`config.mk`:
```
export PLATFORM = sky130hd
export DESIGN_NAME = ddma_send_arbiter
export DESIGN_NICKNAME = d
export VERILOG_FILES = /design/src/rtl/ddma_send_arbiter.sv
export SDC_FILE = /design/constraint.sdc
export NUM_CORES = 1
export LEC_CHECK = 0
export CAP_MARGIN = 20
export CORE_AREA = 2 2 193 195
export CTS_CLUSTER_DIAMETER = 60
export DETAILED_ROUTE_END_ITERATION = 8
export DIE_AREA = 0 0 195 197
export PLACE_DENSITY = 0.5
export RECOVER_POWER = 100
export SYNTH_ARGS = -nofsm -noshare
export SYNTH_HDL_FRONTEND = slang
export SYNTH_SLANG_ARGS = --single-unit
export TNS_END_PERCENT = 20
```
`constraint.sdc`:
```
create_clock -name clock -period 4.71 [get_ports clock]
set_clock_uncertainty 0.05 [all_clocks]
set_input_delay 0.7065 -clock clock [delete_from_list [all_inputs] [get_ports clock]]
set_output_delay 0.7065 -clock clock [all_outputs]
set_load 0.05 [all_outputs]
```
`src/rtl/ddma_send_arbiter.sv`:
```
// rtl/ddma_send_arbiter.sv - round-robin arbiter/sequencer for the shared DDMA send channel
//
// Purpose: picks one of NUM_REQ requesters in round-robin order, latches its
// descriptor, drives the DDMA send command, waits for acknowledge and for the
// engine to go idle, then reports completion to the owning requester.
//
// Optional feature: define DDMA_ARB_TIMEOUT_EN to build a 32-bit watchdog that
// aborts a transfer stuck in ISSUE/RELEASE for TIMEOUT_CYCLES cycles and pulses
// req_error_out for the owner. Without it, req_error_out is tied to 0.
//
// Ports:
//   clock          sole clock, rising edge
//   reset          asynchronous active-low reset
//   req_valid_in   per-requester request level
//   req_dest_in    packed per-requester destination addresses
//   req_addr_in    packed per-requester source addresses
//   req_size_in    packed per-requester sizes in bytes
//   req_grant_out  one-hot pulse when a descriptor is latched
//   req_done_out   one-hot pulse on completion
//   req_error_out  one-hot pulse on watchdog expiry
//   send_dest_out / send_addr_out / send_size_out  latched descriptor to DDMA
//   send_cmd_out   send command level
//   send_busy_in   DDMA send engine not idle
//   send_ack_in    DDMA send acknowledge
//   owner_out      index of current or last granted requester
//   busy_out       high while not IDLE
module ddma_send_arbiter #(
   parameter int NUM_REQ        = 4,
   parameter int MEMORY_WIDTH   = 32,
   parameter int TIMEOUT_CYCLES = 65535
) (
   input  logic                              clock,
   input  logic                              reset,
   input  logic [NUM_REQ-1:0]                req_valid_in,
   input  logic [NUM_REQ*MEMORY_WIDTH-1:0]   req_dest_in,
   input  logic [NUM_REQ*MEMORY_WIDTH-1:0]   req_addr_in,
   input  logic [NUM_REQ*MEMORY_WIDTH-1:0]   req_size_in,
   output logic [NUM_REQ-1:0]                req_grant_out,
   output logic [NUM_REQ-1:0]                req_done_out,
   output logic [NUM_REQ-1:0]                req_error_out,
   output logic [MEMORY_WIDTH-1:0]           send_dest_out,
   output logic [MEMORY_WIDTH-1:0]           send_addr_out,
   output logic [MEMORY_WIDTH-1:0]           send_size_out,
   output logic                              send_cmd_out,
   input  logic                              send_busy_in,
   input  logic                              send_ack_in,
   output logic [$clog2(NUM_REQ)-1:0]        owner_out,
   output logic                              busy_out
);

   localparam int OW = $clog2(NUM_REQ);

   typedef enum logic [1:0] {
      ST_IDLE    = 2'd0,
      ST_ISSUE   = 2'd1,
      ST_RELEASE = 2'd2
   } state_t;

   state_t                    state_q, state_d;
   logic [MEMORY_WIDTH-1:0]   dest_q, dest_d;
   logic [MEMORY_WIDTH-1:0]   addr_q, addr_d;
   logic [MEMORY_WIDTH-1:0]   size_q, size_d;
   logic [OW-1:0]             owner_q, owner_d;
   logic [OW-1:0]             last_owner_q, last_owner_d;
   logic [NUM_REQ-1:0]        grant_q, grant_d;
   logic [NUM_REQ-1:0]        done_q, done_d;
   logic                      cmd_q, cmd_d;
   // Set for the cycle after a size-0 grant; completion is reported then
   // without involving the DDMA, and no new grant is made in that cycle.
   logic                      zero_pend_q, zero_pend_d;

`ifdef DDMA_ARB_TIMEOUT_EN
   logic [31:0]               wd_q, wd_d;
   logic [NUM_REQ-1:0]        error_q, error_d;
   logic                      wd_expire;
`endif

   // Unpacked views of the packed descriptor buses.
   logic [MEMORY_WIDTH-1:0]   dest_arr [NUM_REQ];
   logic [MEMORY_WIDTH-1:0]   addr_arr [NUM_REQ];
   logic [MEMORY_WIDTH-1:0]   size_arr [NUM_REQ];

   for (genvar g = 0; g < NUM_REQ; g++) begin : g_unpack
      assign dest_arr[g] = req_dest_in[g*MEMORY_WIDTH +: MEMORY_WIDTH];
      assign addr_arr[g] = req_addr_in[g*MEMORY_WIDTH +: MEMORY_WIDTH];
      assign size_arr[g] = req_size_in[g*MEMORY_WIDTH +: MEMORY_WIDTH];
   end

   // Round-robin pick: first valid requester starting just after last_owner,
   // wrapping; the last candidate examined is last_owner itself.
   logic                      pick_found;
   logic [OW-1:0]             pick_idx;
   logic [OW-1:0]             cand_idx;
   int                        cand;

   always_comb begin
      pick_found = 1'b0;
      pick_idx   = '0;
      cand       = 0;
      cand_idx   = '0;
      for (int i = 1; i <= NUM_REQ; i++) begin
         cand     = (int'(last_owner_q) + i) % NUM_REQ;
         cand_idx = OW'(cand);
         if (!pick_found && req_valid_in[cand_idx]) begin
            pick_found = 1'b1;
            pick_idx   = cand_idx;
         end
      end
   end

`ifdef DDMA_ARB_TIMEOUT_EN
   // Counter value after this cycle's increment has reached the limit.
   assign wd_expire = (wd_q + 32'd1) >= 32'(TIMEOUT_CYCLES);
`endif

   always_comb begin
      state_d      = state_q;
      dest_d       = dest_q;
      addr_d       = addr_q;
      size_d       = size_q;
      owner_d      = owner_q;
      last_owner_d = last_owner_q;
      grant_d      = '0;
      done_d       = '0;
      cmd_d        = cmd_q;
      zero_pend_d  = 1'b0;
`ifdef DDMA_ARB_TIMEOUT_EN
      wd_d         = wd_q;
      error_d      = '0;
`endif
      unique case (state_q)
         ST_IDLE: begin
            if (zero_pend_q) begin
               done_d[owner_q] = 1'b1;
               last_owner_d    = owner_q;
            end else if (pick_found) begin
               dest_d             = dest_arr[pick_idx];
               addr_d             = addr_arr[pick_idx];
               size_d             = size_arr[pick_idx];
               owner_d            = pick_idx;
               grant_d[pick_idx]  = 1'b1;
               if (size_arr[pick_idx] != '0) begin
                  state_d = ST_ISSUE;
                  cmd_d   = 1'b1;
`ifdef DDMA_ARB_TIMEOUT_EN
                  wd_d    = '0;
`endif
               end else begin
                  zero_pend_d = 1'b1;
               end
            end
         end
         ST_ISSUE: begin
            // Acknowledge is accepted even if busy was never seen high.
            if (send_ack_in) begin
               cmd_d   = 1'b0;
               state_d = ST_RELEASE;
            end
`ifdef DDMA_ARB_TIMEOUT_EN
            wd_d = wd_q + 32'd1;
            if (wd_expire) begin
               cmd_d            = 1'b0;
               error_d[owner_q] = 1'b1;
               last_owner_d     = owner_q;
               state_d          = ST_IDLE;
            end
`endif
         end
         ST_RELEASE: begin
            if (!send_ack_in && !send_busy_in) begin
               done_d[owner_q] = 1'b1;
               last_owner_d    = owner_q;
               state_d         = ST_IDLE;
            end
`ifdef DDMA_ARB_TIMEOUT_EN
            else if (wd_expire) begin
               error_d[owner_q] = 1'b1;
               last_owner_d     = owner_q;
               state_d          = ST_IDLE;
            end
            wd_d = wd_q + 32'd1;
`endif
         end
         default: begin
            state_d = ST_IDLE;
            cmd_d   = 1'b0;
         end
      endcase
   end

   always_ff @(posedge clock or negedge reset) begin
      if (!reset) begin
         state_q      <= ST_IDLE;
         dest_q       <= '0;
         addr_q       <= '0;
         size_q       <= '0;
         owner_q      <= '0;
         last_owner_q <= OW'(NUM_REQ - 1);
         grant_q      <= '0;
         done_q       <= '0;
         cmd_q        <= 1'b0;
         zero_pend_q  <= 1'b0;
      end else begin
         state_q      <= state_d;
         dest_q       <= dest_d;
         addr_q       <= addr_d;
         size_q       <= size_d;
         owner_q      <= owner_d;
         last_owner_q <= last_owner_d;
         grant_q      <= grant_d;
         done_q       <= done_d;
         cmd_q        <= cmd_d;
         zero_pend_q  <= zero_pend_d;
      end
   end

`ifdef DDMA_ARB_TIMEOUT_EN
   always_ff @(posedge clock or negedge reset) begin
      if (!reset) begin
         wd_q    <= '0;
         error_q <= '0;
      end else begin
         wd_q    <= wd_d;
         error_q <= error_d;
      end
   end

   assign req_error_out = error_q;
`else
   // The limit only matters when the watchdog is built.
   logic unused_timeout_cfg;
   assign unused_timeout_cfg = ^32'(TIMEOUT_CYCLES);

   assign req_error_out = '0;
`endif

   assign req_grant_out = grant_q;
   assign req_done_out  = done_q;
   assign send_dest_out = dest_q;
   assign send_addr_out = addr_q;
   assign send_size_out = size_q;
   assign send_cmd_out  = cmd_q;
   assign owner_out     = owner_q;
   assign busy_out      = (state_q != ST_IDLE);

endmodule

```
==> results.yml, run 1 <==
layout:
  final_core_util: 0.357
  nNetsFinal: 1875
  seq_area_mm2: 0.00281
  n_fill_cell: 3837
  drive_gt1_frac: 0.0417
  syn2layout_area_growth_pct: 76.7
  fin_area_mm2: 0.0129
  multiInputGateArea_mm2: 0.00411
clocking:
  cts-root-buf: "clkbuf_16"
  cts_tree: "yes"
  ctsLongestPathBuffers: 2
  cts_hold_buffers: 0
  cts-resized-gates: 0
  postCtsSetupRepairBufs: 0
  clk_pin_slew_ns: 0.08
  cts.sinks: 112
  cts_buffers: 9
  htree_levels: 3
  clk_latency_ns: 0.35
critical_path:
  r2r_setup_slack_ns: 1.31
  worstPathRequired_ns: 4.88
  start_kind: "primary input"
  cp_max_fo: 50
  crit_type: "in -> reg"
  endpoint_kind: "register"
  arrival_ns: 4.17
placed_design:
  dpl_cell_area_mm2: 0.0126
  gp_congestion: 0.913
  port_buffers: 499
  pre_cts_slack_ns: 0.659
  hpwl_um: 26500
pwr:
  p_leak_nw: 5.41
  vdd_drop_max_v: 0.000367
  power_density_mw_per_mm2: 623
global_routing:
  grt_max_degree: 101
  track_usage: 0.172
  grt-busiest-layer: "met2"
  use_met1: 0.206
  use_met3: 0.0467
  grt_pass1_vias: 8620
  globalRouteMet2Util: 0.298
  antenna_found_initial: 2
  grt_pass1_wl_um: 51300
  overflow: 0
yosys:
  synth_largest_area_cell: "dfrtp_1"
  synth.avg_cell_area_um2: 6.98
  yosysTopAreaCellShare: 0.376
  synth_xor_xnor_area_share: 0.00120
  ys.warnings.count: 0
  syn-instance-count: 1049
  synth-simple-area-share: 0.343
  synth-seq-area-share: 0.383
  async_reset_ff_frac: 1.00
  synthFlopType: "dfrtp_1"
  synth_cell_types: 46
  synthTopCellsByArea: "dfrtp_1 38%, nand2_1 15%, nor2_1 10%"
  synth_commonest_cells: "294 x nand2_1, 198 x nor2_1, 140 x o21ai_0"
  synth_edf_count: 0
  synth_compound_area_frac: 0.178
  muxShareOfSynthArea: 0.0333
  synthAdderAreaFrac: 0
  synth_most_common_cell: "nand2_1"
  synth_top_family_by_area: "simple AND/OR/NAND/NOR gates"
  synth_seq_cells: 112
  syn_area_mm2: 0.00732
floorplanning:
  die_y_um: 197
  die-area_mm2: 0.0384
  start_util: 0.202
  core_mm2: 0.0363
  boundaryPins: 504
  die_w_um: 195
  rows: 70
timing:
  setup_viol: 0
  period_needed_ns: 4.00
  worst_slew_pin_slew_ns: 3.19
  hold_viol: 0
  period_share: 0.849
  rsz0062_at_grt: "false"
  finalSetupTns_ns: 0
  relSlewSlack: -1.13
  fmax_mhz: 250
  slew_viol_final: 103
  hold_ws_ns: 0.425
  fin_ws_ns: 0.709
status:
  status: "finished, violations left"
  violations: "capacitance limit, slew limit"
drt:
  via_count: 8679
  routedWlPerCell_um: 17.5
  drc: 0
  ant_nets: 0
  drtIter0Drc: 393
  first_pass_iters: 4
  wirelength_um: 34200
  vias_per_cell: 4.43
min_path:
  hp-class: "reg -> reg"
run:
  maxCapViolations: 2
per-stage QoR:
step | power [mW] | cells
2_1_floorplan | 5.48 | 1052
3_3_place_gp | 7.50 | 1940
3_5_place_dp | 7.51 | 1940
4_1_cts | 8.36 | 1956
5_1_grt | 8.69 | 1956
6_report | 8.06 | 1957
layout by cell type, fill, tap and decap left out, types with 4 or more instances in the layout:
| cell type | count |
|---|---|
| a211oi_1 | 10 |
| a211oi_2 | 5 |
| a21oi_1 | 17 |
| a31o_1 | 6 |
| a32oi_1 | 16 |
| and3_1 | 24 |
| buf_12 | 5 |
| buf_4 | 6 |
| clkbuf_16 | 9 |
| clkdlybuf4s50_1 | 388 |
| conb_1 | 4 |
| dfrtp_1 | 110 |
| dlygate4sd3_1 | 110 |
| mux2_2 | 17 |
| nand2_1 | 294 |
| nand3_1 | 66 |
| nor2_1 | 198 |
| nor3_1 | 5 |
| nor4_1 | 6 |
| o21ai_0 | 140 |
| o22ai_1 | 4 |
| o31ai_1 | 8 |
cell families after synthesis:
logic type,Yosys count
buffers and inverters,91
flip-flops,112
multiplexers,21
other,1
AO/OA/AOI/OAI,215
XOR/XNOR,1
AND/OR/NAND/NOR,608
layout make-up:
cell class / instances / share of cell area
antenna: 1 / 0.000193
clock buffer: 11 / 0.0195
tap: 468 / 0.0453
multi-input combinational: 849 / 0.318
inverter: 1 / 0.000290
clock inverter: 5 / 0.00358
timing repair buffer: 510 / 0.397
sequential: 112 / 0.217
layer usage:
| metal | vias up | wire [um] |
|---|---|---|
| met2 | 339 | 16800 |
| met3 | 41 | 2590 |
| met1 | 3929 | 13900 |
| met4 | 0 | 891 |
| met5 | - | 0 |
| li1 | 4370 | - |
worst paths after layout:
| check | start | endpoint | cells past startpoint |
|---|---|---|---|
| min in group asynchronous | reset | send_dest_out[26]$_DFFE_PN0P_ | 1 |
| min | send_size_out[4]$_DFFE_PN0P_ | send_size_out[4]$_DFFE_PN0P_ | 2 |
| max | req_valid_in[3] | send_addr_out[8]$_DFFE_PN0P_ | 5 |
| max in group asynchronous | reset | send_dest_out[29]$_DFFE_PN0P_ | 1 |
| min reg2reg | send_size_out[4]$_DFFE_PN0P_ | send_size_out[4]$_DFFE_PN0P_ | 2 |
| max reg2reg | last_owner_q[1]$_DFFE_PN1P_ | state_q[0]$_DFFE_PN0P_ | 9 |
registers in the layout, indices dropped and copies added (netlist names):
name / count
send_size_out: 32
req_done_out: 4
send_addr_out: 32
owner_out: 2
zero_pend_q: 1
req_grant_out: 4
send_dest_out: 32
state_q: 2
last_owner_q: 2
send_cmd_out: 1
power breakdown:
group	switching [mW]	internal (mW)	leakage [nW]
clock	0.412	0.400	0.149
sequential	0.268	1.45	1.36
combinational	3.75	1.79	3.90
critical path, cell delays in order:
cell	delay, ns
dlygate4sd3_1	0.64
nor4_1	0.70
or3_1	1.42
buf_4	0.52
o21ai_0	0.15
Power figures use the tool's default switching activity.
==> run 2: changes to the inputs <==
CORE_AREA = 2 2 195 197   (was 2 2 193 195)
DIE_AREA = 0 0 197 199   (was 0 0 195 197)
PLACE_DENSITY = 0.49   (was 0.5)
clock period = 3.74 ns   (was 4.71 ns; I/O delays follow)
==> run 2 against run 1 <==
Compared with the run above: the flow still finishes with violations (capacitance limit, slew limit); critical path depth did not move; worst hold slack improved by 0.00051 ns; core utilization decreased by 0.57 points; wire length increased by 3.7%; via count hardly changed; design area is 0.77% higher; clock-buffer cell count fell by 2; flip-flop and latch count did not move; global-route usage rose by 0.19 points; highest routed layer unchanged.
==> results.yml, run 2 (synthesis gave the netlist of run 1 again) <==
clocking:
  cts-resized-gates: 0
  clk_latency_ns: 0.37
  postCtsSetupRepairBufs: 0
  cts_tree: "yes"
  ctsLongestPathBuffers: 2
  htree_levels: 3
  cts_buffers: 9
  clk_pin_slew_ns: 0.08
  cts.sinks: 112
  cts_hold_buffers: 0
  cts-root-buf: "clkbuf_16"
layout:
  drive_gt1_frac: 0.0512
  syn2layout_area_growth_pct: 78.1
  final_cells: 1977
  final_common_cell: "clkdlybuf4s50_1"
  n_fill_cell: 4011
  multiInputGateArea_mm2: 0.00411
  num_antenna_cells: 0
  seq_area_mm2: 0.00281
  nNetsFinal: 1890
  layout_common_cells: "388 x clkdlybuf4s50_1, 294 x nand2_1, 198 x nor2_1, 140 x o21ai_0"
critical_path:
  start_kind: "primary input"
  cp_max_fo: 42
  crit_type: "in -> reg"
  arrival_ns: 3.62
  endpoint_kind: "register"
  worstPathRequired_ns: 3.95
global_routing:
  track_usage: 0.173
  grt_max_degree: 109
  grt_pass1_vias: 8624
  antenna_found_initial: 0
  grt_pass1_wl_um: 51500
  overflow: 0
placed_design:
  gp_congestion: 0.896
  hpwl_um: 28000
  dp_cells: 1961
  port_buffers: 499
drt:
  drtIter0Drc: 306
  first_pass_iters: 4
  vias_per_cell: 4.39
  drc: 0
  via_count: 8686
  wirelength_um: 35500
  routedWlPerCell_um: 17.9
  ant_nets: 0
floorplanning:
  boundaryPins: 504
  core_mm2: 0.0371
  start_util: 0.197
  die_y_um: 199
  die_w_um: 197
  die-area_mm2: 0.0392
  rows: 71
pwr:
  vdd_drop_max_v: 0.000317
  p_sw_frac: 0.550
  power_frac_comb: 0.690
  p_switching_mw: 5.65
  seqPwrFrac: 0.211
  p_leak_nw: 5.48
  power.internal_mw: 4.62
  clkPwrFrac: 0.098
  power_density_mw_per_mm2: 788
timing:
  slew_viol_final: 64
  period_share: 0.913
  setup_viol: 0
  fmax_mhz: 293
  rsz0062_at_grt: "false"
  finalSetupTns_ns: 0
  worst_slew_pin_slew_ns: 1.74
  hold_viol: 0
  relSlewSlack: -0.163
  period_needed_ns: 3.41
run:
  maxCapViolations: 1
status:
  status: "finished, violations left"
  violations: "capacitance limit, slew limit"
min_path:
  hp-class: "reg -> reg"
[run 2: area by class of cell]
class | count | share of cell area
clock buffer | 9 | 0.0173
clock inverter | 7 | 0.00537
inverter | 1 | 0.000288
multi-input combinational | 849 | 0.315
timing repair buffer | 525 | 0.401
tap | 474 | 0.0455
sequential | 112 | 0.215
[run 2: through the flow]
step	instance area, um2	util	hold slack (ns)	power, mW	setup WS (ns)
5_1_grt	13000	0.351	0.451	11.1	0.0764
3_3_place_gp	12800	0.344	0.410	9.65	0.125
3_5_place_dp	12800	0.344	0.419	9.66	0.0912
4_1_cts	13100	0.352	0.279	10.7	0.496
6_report	13000	0.351	0.425	10.3	0.326
2_1_floorplan	7330	-	0.215	6.91	1.27
[run 2: path summary, 6_finish.rpt]
path                                                from                             to  slack (ns)  depth (start not counted)
max in group asynchronous                          reset   send_addr_out[1]$_DFFE_PN0P_        0.92                          2
min in group asynchronous                          reset  send_dest_out[16]$_DFFE_PN0P_        0.57                          1
min                        send_size_out[25]$_DFFE_PN0P_  send_size_out[25]$_DFFE_PN0P_        0.43                          2
min reg2reg                send_size_out[25]$_DFFE_PN0P_  send_size_out[25]$_DFFE_PN0P_        0.43                          2
max reg2reg                  last_owner_q[1]$_DFFE_PN1P_       send_cmd_out$_DFFE_PN0P_        0.47                          9
max                                      req_valid_in[0]  send_size_out[28]$_DFFE_PN0P_        0.33                          5
[run 2: layer usage]
layer  wire (um)  GRT usage  share of wire  vias to the layer above
met5           0          0              0                        -
met4         823     0.0549          0.023                        0
met3        2530     0.0453          0.071                       40
met2       18000      0.317           0.51                      319
met1       14200      0.196           0.40                     3915
li1            -          -              -                     4412
[run 2: power by group through the flow]
stage                     clock [mW]  sequential (mW)  combinational [mW]
after floorplan                    0             4.08                2.83
after global placement             0             2.22                7.44
final                           1.01             2.17                7.09
after detailed placement           0             2.22                7.44
after CTS                       1.06             2.21                7.45
after global routing            1.11             2.26                7.70
[run 2: worst max-delay path: stages]
cell,delay [ns]
dlygate4sd3_1,0.66
nor4_1,0.63
or3_1,0.74
clkbuf_4,0.61
mux2_2,0.40
==> run 3: changes to the inputs <==
CELL_PAD_IN_SITES_DETAIL_PLACEMENT = 1   (was unset)
CELL_PAD_IN_SITES_GLOBAL_PLACEMENT = 1   (was unset)
CORE_AREA = 2 2 194 196   (was 2 2 195 197)
DIE_AREA = 0 0 196 198   (was 0 0 197 199)
PLACE_DENSITY = 0.7   (was 0.49)
==> run 3 against run 2 <==
Compared with the run above: the run still ends with capacitance limit, slew limit left; first-iteration DRC count fell by 9.2%; core utilization barely moved; flip-flop and latch count did not move; largest power group unchanged; non-clock buffer count fell by 6; total power fell by 0.70%.
==> results.yml, run 3 (synthesis gave the netlist of run 1 again) <==
status:
  status: "finished, violations left"
  violations: "capacitance limit, slew limit"
critical_path:
  worstPathRequired_ns: 3.96
  start_kind: "primary input"
  worstPathCellList: "clkdlybuf4s50_1, nand2b_1, a31oi_4, and2_4, buf_12, clkbuf_2, nand2_1, nand3_1, o21ai_0, o21ai_0"
  crit_slowest_cell: "clkdlybuf4s50_1"
  arrival_ns: 3.54
  cp_max_fo: 79
  endpoint_kind: "register"
  path_common_cell: "o21ai_0"
  critPathMaxStageDelay_ns: 0.62
  crit_family: "buffers and inverters"
  cp_num_buf_inv: 3
  crit_type: "in -> reg"
timing:
  rsz0062_at_grt: "false"
  fmax_mhz: 301
  hold_viol: 0
  worst_slew_pin_slew_ns: 1.81
  slew_viol_final: 170
  setup_viol: 0
  relSlewSlack: -0.209
  period_share: 0.889
  finalSetupTns_ns: 0
  period_needed_ns: 3.32
drt:
  first_pass_iters: 6
  wirelength_um: 35500
  via_count: 8990
  vias_per_cell: 4.56
  ant_nets: 0
  drtIter0Drc: 278
  routedWlPerCell_um: 18.0
  drc: 0
layout:
  n_fill_cell: 4497
  num_antenna_cells: 0
  syn2layout_area_growth_pct: 77.1
  nNetsFinal: 1884
  layout_common_cells: "388 x clkdlybuf4s50_1, 294 x nand2_1, 198 x nor2_1, 140 x o21ai_0"
  fin_area_mm2: 0.0130
  seq_area_mm2: 0.00281
  multiInputGateArea_mm2: 0.00411
  final_common_cell: "clkdlybuf4s50_1"
  drive_gt1_frac: 0.0448
global_routing:
  grt_pass1_wl_um: 52400
  antenna_found_initial: 0
  grt_pass1_vias: 9141
  track_usage: 0.176
  overflow: 0
  grt_max_degree: 109
floorplanning:
  core_mm2: 0.0370
  die-area_mm2: 0.0388
  die_y_um: 198
  rows: 71
  boundaryPins: 504
  start_util: 0.198
  die_w_um: 196
pwr:
  power_density_mw_per_mm2: 787
  vdd_drop_max_v: 0.000387
  p_leak_nw: 5.43
clocking:
  cts_tree: "yes"
  ctsLongestPathBuffers: 2
  cts.sinks: 112
  postCtsSetupRepairBufs: 0
  htree_levels: 3
  clk_latency_ns: 0.37
  cts_hold_buffers: 0
  cts-resized-gates: 0
  clk_pin_slew_ns: 0.07
  cts_buffers: 9
  cts-root-buf: "clkbuf_16"
run:
  maxCapViolations: 3
placed_design:
  gp_congestion: 0.918
  dpl_cell_area_mm2: 0.0127
  hpwl_um: 27900
  port_buffers: 499
min_path:
  hp-class: "in -> async"
[run 3: cell types whose count changed in the layout (fill, tap and decap cells not counted)]
cell / before / now
buf_4: 18 / 12
clkbuf_1: 1 / 4
inv_6: 3 / 0
clkinvlp_4: 0 / 2
inv_8: 2 / 0
buf_12: 4 / 3
buf_6: 1 / 0
bufinv_16: 0 / 1
clkbuf_2: 2 / 3
clkbuf_8: 0 / 1
clkinv_2: 1 / 0
clkinv_8: 1 / 0
[run 3: metrics by stage]
step,std cells,total power [mW],utilization,hold slack [ns],worst slack (ns)
global placement,1955,9.44,0.345,0.410,0.273
detailed placement,1955,9.56,0.345,0.415,0.176
CTS,1970,10.6,0.352,0.0196,0.588
global route,1970,11.0,0.351,0.455,0.228
floorplan,1052,6.91,-,0.215,1.27
finish,1970,10.2,0.351,0.401,0.416
[run 3: final timing paths]
path / startpoint / endpoint / slack (ns) / depth (start not counted)
max in group asynchronous: reset / send_addr_out[8]$_DFFE_PN0P_ / 0.92 / 2
max: req_valid_in[3] / send_addr_out[25]$_DFFE_PN0P_ / 0.42 / 10
min: reset / send_dest_out[17]$_DFFE_PN0P_ / 0.40 / 1
min reg2reg: send_size_out[29]$_DFFE_PN0P_ / send_size_out[29]$_DFFE_PN0P_ / 0.42 / 2
min in group clock: send_size_out[29]$_DFFE_PN0P_ / send_size_out[29]$_DFFE_PN0P_ / 0.42 / 2
max reg2reg: last_owner_q[1]$_DFFE_PN1P_ / send_addr_out[25]$_DFFE_PN0P_ / 0.61 / 9
[run 3: metal layers]
layer,GRT usage,share of wire,up-vias
met1,0.203,0.41,4276
met2,0.316,0.51,270
met5,0,0,-
met3,0.0419,0.057,48
li1,-,-,4396
met4,0.0626,0.027,0
[run 3: power breakdown]
part | switching [mW] | total, mW | internal [mW]
Combinational | 4.75 | 7.02 | 2.27
Clock | 0.476 | 1.01 | 0.536
Sequential | 0.343 | 2.17 | 1.83
[run 3: final cells by class]
cell class | instances | area share
well taps | 474 | 0.0457
clock buffers | 12 | 0.0190
flip-flops and latches | 112 | 0.216
clock inverters | 3 | 0.00347
repair buffers | 519 | 0.398
multi-input cells | 849 | 0.317
inverters | 1 | 0.000289
